--- config.mk ---
export PLATFORM = sky130hd
export DESIGN_NAME = byte_unstriping
export DESIGN_NICKNAME = d
export VERILOG_FILES = /design/src/rtl/byte_unstriping.sv
export SDC_FILE = /design/constraint.sdc
export NUM_CORES = 1
export LEC_CHECK = 0
export CORE_MARGIN = 2
export CORE_UTILIZATION = 54
export DETAILED_ROUTE_END_ITERATION = 8
export GPL_TIMING_DRIVEN = 0
export PLACE_DENSITY = 0.79
export SYNTH_ARGS = -nofsm -noshare
export SYNTH_HDL_FRONTEND = slang
export SYNTH_SLANG_ARGS = --single-unit
--- constraint.sdc ---
create_clock -name CLK -period 3.4 [get_ports CLK]
set_clock_uncertainty 0.2 [all_clocks]
set_input_delay 0.68 -clock CLK [delete_from_list [all_inputs] [get_ports CLK]]
set_output_delay 0.68 -clock CLK [all_outputs]
set_load 0.005 [all_outputs]
--- src/rtl/byte_unstriping.sv ---
// Four-lane group to byte-stream unstriper with a 2-entry group buffer
// and a PCIe-style STP/SDP..END/EDB framing checker.
module byte_unstriping #(
  parameter int LANES = 4,
  parameter int BITS  = 8
) (
  input  logic            CLK,
  input  logic            RESET,
  input  logic [BITS-1:0] LANE0,
  input  logic [BITS-1:0] LANE1,
  input  logic [BITS-1:0] LANE2,
  input  logic [BITS-1:0] LANE3,
  input  logic            DK_0,
  input  logic            DK_1,
  input  logic            DK_2,
  input  logic            DK_3,
  input  logic            IN_VALID,
  output logic            IN_READY,
  output logic [BITS-1:0] D,
  output logic            DK,
  output logic            D_VALID,
  output logic [1:0]      FRAME,
  output logic            ERR
);

  localparam int unsigned GW = LANES * BITS;

  localparam logic [BITS-1:0] K_STP = BITS'(8'hFB);
  localparam logic [BITS-1:0] K_SDP = BITS'(8'h5C);
  localparam logic [BITS-1:0] K_END = BITS'(8'hFD);
  localparam logic [BITS-1:0] K_EDB = BITS'(8'hFE);
  localparam logic [BITS-1:0] K_COM = BITS'(8'hBC);
  localparam logic [BITS-1:0] K_SKP = BITS'(8'h1C);
  localparam logic [BITS-1:0] K_IDL = BITS'(8'h7C);

  typedef enum logic [1:0] {
    ST_IDLE = 2'd0,
    ST_TLP  = 2'd1,
    ST_DLLP = 2'd2
  } frame_t;

  logic [GW-1:0]    r_buf_d [2];
  logic [LANES-1:0] r_buf_k [2];
  logic             r_wr_ptr;
  logic             r_rd_ptr;
  logic [1:0]       r_count;
  logic [1:0]       r_idx;
  frame_t           r_state;
  logic [BITS-1:0]  r_d;
  logic             r_dk;
  logic             r_dvalid;
  logic             r_err;

  logic [GW-1:0]    w_in_d;
  logic [LANES-1:0] w_in_k;
  logic [GW-1:0]    w_head_d;
  logic [LANES-1:0] w_head_k;
  logic [BITS-1:0]  w_cur_b;
  logic             w_cur_k;
  logic             w_push;
  logic             w_pop;
  logic             w_drop;
  logic             w_err;
  frame_t           w_next;

  assign w_in_d   = {LANE3, LANE2, LANE1, LANE0};
  assign w_in_k   = {DK_3, DK_2, DK_1, DK_0};
  assign IN_READY = (r_count < 2'd2) && !RESET;
  assign w_push   = IN_VALID && IN_READY;
  assign w_pop    = (r_count != 2'd0) && (r_idx == 2'd3);
  assign w_head_d = r_buf_d[r_rd_ptr];
  assign w_head_k = r_buf_k[r_rd_ptr];
  assign w_cur_b  = w_head_d[BITS*int'(r_idx) +: BITS];
  assign w_cur_k  = w_head_k[r_idx];

  assign D       = r_d;
  assign DK      = r_dk;
  assign D_VALID = r_dvalid;
  assign FRAME   = r_state;
  assign ERR     = r_err;

  // Group storage needs no reset: occupancy is tracked by count/pointers.
  always_ff @(posedge CLK) begin
    if (w_push) begin
      r_buf_d[r_wr_ptr] <= w_in_d;
      r_buf_k[r_wr_ptr] <= w_in_k;
    end
  end

  // Framing decode for the slot currently selected by idx.
  always_comb begin
    w_next = r_state;
    w_err  = 1'b0;
    w_drop = w_cur_k && ((w_cur_b == K_SKP) || (w_cur_b == K_IDL));
    if (!w_cur_k) begin
      if (r_state == ST_IDLE) w_err = 1'b1;
    end else begin
      case (w_cur_b)
        K_STP: begin
          w_err  = (r_state != ST_IDLE);
          w_next = ST_TLP;
        end
        K_SDP: begin
          w_err  = (r_state != ST_IDLE);
          w_next = ST_DLLP;
        end
        K_END: begin
          w_err  = (r_state == ST_IDLE);
          w_next = ST_IDLE;
        end
        K_EDB: begin
          w_err  = (r_state != ST_TLP);
          w_next = ST_IDLE;
        end
        K_COM, K_SKP, K_IDL: ;
        default: w_err = 1'b1;
      endcase
    end
  end

  always_ff @(posedge CLK or posedge RESET) begin
    if (RESET) begin
      r_wr_ptr <= 1'b0;
      r_rd_ptr <= 1'b0;
      r_count  <= 2'd0;
      r_idx    <= 2'd0;
      r_state  <= ST_IDLE;
      r_d      <= '0;
      r_dk     <= 1'b0;
      r_dvalid <= 1'b0;
      r_err    <= 1'b0;
    end else begin
      if (w_push) r_wr_ptr <= ~r_wr_ptr;
      if (w_pop)  r_rd_ptr <= ~r_rd_ptr;
      case ({w_push, w_pop})
        2'b10:   r_count <= r_count + 2'd1;
        2'b01:   r_count <= r_count - 2'd1;
        default: r_count <= r_count;
      endcase
      if (r_count != 2'd0) begin
        r_idx    <= r_idx + 2'd1;
        r_d      <= w_cur_b;
        r_dk     <= w_cur_k;
        r_dvalid <= !w_drop;
        r_err    <= w_err && !w_drop;
        if (!w_drop) r_state <= w_next;
      end else begin
        r_idx    <= 2'd0;
        r_dvalid <= 1'b0;
        r_err    <= 1'b0;
      end
    end
  end

endmodule

Word level (Yosys, flattened, before mapping)
Memories as Yosys holds them, arrays and structs flattened.
Index checks and enable logic that the tools add are counted.
Word-level totals
  register bits after elaboration: 19
  bits in writable memories: 72
  input bits: 39
  output and inout port bits: 14
  word-level logic and storage cells: 60
  memories: 2
Operators by class
  $add $sub $neg: 3
  order comparisons: 2
  eq/ne operators: 11
  shift-type cells: 1
  multiplexer cells: 12
  bitwise logic cells: 3
  reductions and logical operators: 17
Memories
  r_buf_d: words 2, width 32, read ports 1, clocked after memory_dff 0, wr ports 1, line 42  | logic [GW-1:0] r_buf_d [2];
  r_buf_k: words 2, width 4, read ports 1, clocked after memory_dff 0, wr ports 1, line 43  | logic [LANES-1:0] r_buf_k [2];
Operators with widths (number)
  $eq 8x8->1 const B: 4
  $shiftx 32x6->8: 1
  $eq 8x7->1 const B: 2
  $eq 8x5->1 const B: 1
  $mux 1: 7
  $pmux 2 s3: 1
  $reduce_bool 2->1: 3
  $logic_and 1x1->1: 5
  $add 2x1->2 const B: 2
  $eq 2x2->1 const B: 2
  $pmux 1 s4: 1
  $pmux 2 s2: 1
  $reduce_and 4->1: 1
  $reduce_or 2->1: 2
  $lt 2x3->1 const B: 1
  $not 1->1: 3
  $reduce_bool 3->1: 1
  $reduce_or 3->1: 1
  $bmux 1 s2: 1
  $eq 2x1->1 const B: 1
  $logic_not 1->1: 2
  $logic_not 2->1: 1
  $lt 2x2->1 const B: 1
  $mux 2: 1
  3 further kinds: 3

Logic depth before layout (Yosys ltp)
An unclocked memory read counts as a cell.
  depth after elaboration: 8
  gate-level depth with buffers: 9
  gate-level depth less buffers: 7

Worst setup path before layout
OpenSTA, ideal clock, no wires.
  kind: in2reg
  start point: input port RESET
  end point: memory r_buf_d[0][0] (netlist name) (enable)
  library setup time: 0.429 ns
  arrival time: 2.501 ns
  required time: 2.771 ns
  setup slack: 0.269 ns
  stages on the path: 3
  path buffers: 0
  cell sequence: nor2_1 nand2_1 nor2_1
Between the ends
  longest elaborated chain between the ends: 5
Ends and longest elaborated chain
  from (decl): line 8  | input logic RESET,
  $logic_not 1->1 (no source line)
  $logic_and 1x1->1: line 68  | assign IN_READY = (r_count < 2'd2) && !RESET;
  $logic_and 1x1->1: line 69  | assign w_push = IN_VALID && IN_READY;
  $mux 1: line 84  | if (w_push) begin
  $mux 1 (not written as such): line 85  | r_buf_d[r_wr_ptr] <= w_in_d;
  to (decl): line 42
No other way between the ends.

Worst setup path in the final report
  start point: register r_idx[0]
  end point: register r_err (netlist: ERR)
Between the ends
  longest elaborated chain between the ends: 7
  elaborated cells between the ends (all ways): 19
  those cells by class: eq/ne: 7; shift: 1; mux: 5; reduce/logical: 6
Ends and longest elaborated chain
  from (decl): line 47  | logic [1:0] r_idx;
  from (signal assigned): line 141  | r_idx <= r_idx + 2'd1;
  $shiftx 32x6->8: line 73  | assign w_cur_b = w_head_d[BITS*int'(r_idx) +: BITS];
  $eq 8x5->1 (tied with other cells): line 94, 98
  $reduce_or 3->1 (tied with other cells): line 98  | case (w_cur_b)
  $pmux 1 s4 or $logic_and 1x1->1 (tied branches): line 98, 94
  $mux 1 or $logic_not 1->1 (tied branches)
  $logic_and 1x1->1 *: line 145  | r_err <= w_err && !w_drop;
  $mux 1 *: line 140  | if (r_count != 2'd0) begin
  to (signal assigned): line 145
  to (decl): line 52  | logic r_err;
Mark *: on every way between the ends. The rest lies on a longest branch, timed or not. The select of a mux whose other input is x is not followed.
A chain may end at the register's enable or synchronous reset.

==> flow_metrics.py <==
metrics = {
    "final_layout": {
        "syn_to_final_growth_pct": 22.6,
        "seqCellArea_um2": 2640,
        "multi_input_area_um2": 1080,
        "nFillCells": 470,
        "layout-drive-gt1-share_pct": 19.0,
        "antenna-diode-count": 0,
        "mostFrequentLayoutCells": "edfxtp_1 (72), clkdlybuf4s50_1 (52), dfrtp_1 (19)",
        "layout_commonest_cell": "edfxtp_1",
        "finalNetCount": 305,
    },
    "placed_design": {
        "dp.final_hpwl_um": 4380,
        "dpl_worst_slack_ps": 373,
        "gp_routability_congestion": 0.833,
        "io_buffers": 52,
    },
    "sta": {
        "slew_viol_final": 0,
        "worst_pin_slew_ps": 858,
        "finalSetupViolCount": 0,
        "hold_violations": 0,
        "timing.final.crit_share_pct": 89.2,
        "rsz0062_at_grt": "false",
        "slew-limit-headroom_pct": 42.8,
        "min_period_ps": 3030,
        "setup_slack_ps": 368,
        "clock.fmax_mhz": 330,
        "worst_hold_slack_ps": 292,
    },
    "floorplan": {
        "core-area_um2": 6790,
        "io_pins": 53,
        "rows": 30,
        "initial_core_util_pct": 56.0,
        "die_w_um": 87.9,
        "die_h_um": 87.9,
        "die_area_um2": 7730,
    },
    "critical_path": {
        "r2r-start": "r_idx[0]$_DFF_PP0_",
        "cp.required_ps": 3430,
        "crit-reg2reg-capture": "ERR$_DFF_PP0_",
        "reg2reg_depth": 8,
        "path_max_fanout": 9,
        "path_class": "reg2reg",
        "r2r_slack_ps": 370,
        "cp-start-kind": "flip-flop",
        "critPathSlowestCell": "mux4_2",
        "critPathMaxStageDelay_ps": 510,
        "critPathArrivalTime_ps": 3070,
        "path_cells": "buf_6 -> mux4_2 -> mux2i_1 -> nand4_2 -> o32ai_4 -> nor3_1 -> a22o_2 -> o31a_1",
        "end_kind": "flip-flop",
    },
    "global_routing": {
        "antenna_found_initial": 0,
        "grt_pass1_vias": 2098,
        "gr-usage-all-layers_pct": 18.5,
        "grt_overflow_total": 0,
        "grt_max_degree": 37,
        "grt_pass1_wl_um": 10200,
    },
    "hold_path": {
        "hp-class": "reg2reg",
        "whs_endpoint": "D[5]$_DFFE_PP0N_",
        "hold_depth": 2,
        "hold_start": "D[5]$_DFFE_PP0N_",
    },
    "synthesis": {
        "synth_area_um2": 3800,
        "seq_area_frac_synth_pct": 69.3,
        "async_flop_share_pct": 20.9,
        "avgSynthCellArea_um2": 19.0,
        "synthesis.instances": 200,
        "synth-edff-count": 72,
        "netlist-cell-type-count": 45,
        "yosys_warnings": 0,
        "ys.flop_type": "edfxtp_1",
        "ys_seq_elements": 91,
        "syn-num-nets": 241,
    },
    "clock_tree": {
        "cts_max_level": 3,
        "cts_root_buf": "clkbuf_8",
        "ctsHoldBuffers": 0,
        "clockBufferDepth": 2,
        "cts_num_sinks": 91,
        "insertion_delay_ps": 350,
        "cts_resized": 0,
        "postCtsSetupBuffers": 0,
        "clk_pin_slew_worst_paths_ps": 80,
        "cts_buffers": 9,
        "cts_tree": "yes",
    },
    "power": {
        "ir_drop_v": 0.000400,
        "p_per_area_nw_per_um2": 801,
        "p_leak_nw": 1.61,
    },
    "detailed_routing": {
        "avgRoutedWirePerCell_um": 17.3,
        "drt_iter0_drc": 108,
        "antenna_left": 0,
        "drc": 0,
        "wl_um": 6300,
        "vias_per_cell": 5.50,
        "num_vias": 2009,
        "drtPass1Iterations": 4,
    },
    "outcome": {
        "status": "completed",
    },
    "run": {
        "drv_cap": 0,
    },
}
-- worst max-delay path, delay by kind of cell, from the launching register on --
family | cells | cell delay, ps
muxes | 2 | 1020
AOI/OAI and AO/OA | 3 | 770
DFF | 1 | 400
and+or+nand+nor | 2 | 340
buffers and inverters | 1 | 180
-- logic make-up (layout without fill, tap and decap cells) --
family	Yosys count	in the layout	synth area share, %
DFF	91	91	69.3
xor gates and xnor gates	7	7	1.61
buffers and inverters	9	78	2.60
muxes	33	33	16.3
and+or+nand+nor	38	38	5.52
AOI/OAI and AO/OA	20	20	3.95
adders and majority gates	2	2	0.658
-- flip-flops by register name, summed over array words and instances, names as in the netlist, 2 cells and up --
signal and cells:
r_count 2, FRAME 2, r_buf_d 64, r_buf_k 8, r_idx 2, D 8
-- stage by stage --
stage | cells | TNS [ps] | util (%) | instance area, um^2 | total power (W)
floorplan | 200 | 0 | - | 3800 | 0.00262
CTS | 365 | 0 | 68.7 | 4670 | 0.00377
global placement | 348 | -35500 | 65.4 | 4450 | 0.00303
detailed placement | 349 | 0 | 66.0 | 4480 | 0.00309
finish | 365 | 0 | 68.7 | 4670 | 0.00374
global route | 365 | 0 | 68.7 | 4670 | 0.00396
-- layout make-up --
class / instances / area share (%)
flip-flops and latches: 91 / 56.5
multi-input cells: 100 / 23.1
repair buffers: 53 / 11.7
clock buffers: 10 / 2.74
well taps: 96 / 2.57
plain buffers: 8 / 2.04
clock inverters: 6 / 1.21
inverters: 1 / 0.0805
-- worst max-delay path by stage --
stage / to / startpoint
2_1_floorplan: r_buf_d[0][0]$_DFFE_PP_ / RESET
3_3_place_gp: r_buf_d[0][17]$_DFFE_PP_ / RESET
3_5_place_dp: ERR$_DFF_PP0_ / r_idx[0]$_DFF_PP0_
4_1_cts: ERR$_DFF_PP0_ / r_idx[0]$_DFF_PP0_
5_1_grt: ERR$_DFF_PP0_ / r_idx[0]$_DFF_PP0_
6_report: ERR$_DFF_PP0_ / r_idx[0]$_DFF_PP0_
-- report_power, final --
part / internal (W) / switching, W
registers: 0.00142 / 0.000102
logic: 0.000814 / 0.000714
clock network: 0.000333 / 0.000352
total: 0.00257 / 0.00117
-- synth_stat cells (all sizes together), types with 3 or more instances --
cell    instances  area [um^2]
a21oi           5         25.0
buf             4         45.0
clkbuf          3         31.3
dfrtp          19          475
edfxtp         72         2160
mux2            7         86.3
mux2i           8          100
mux4           18          435
nand2           8         30.0
nor2           12         45.0
nor3            4         25.0
o21ai           7         35.0
xnor2           5         43.8
-- metal layers --
metal	GRT usage [%]	routed length (um)
met1	23.0	2650
met2	30.0	3110
met3	4.62	328
met4	9.93	211
met5	0	0
(Power assumes the default switching activity.)
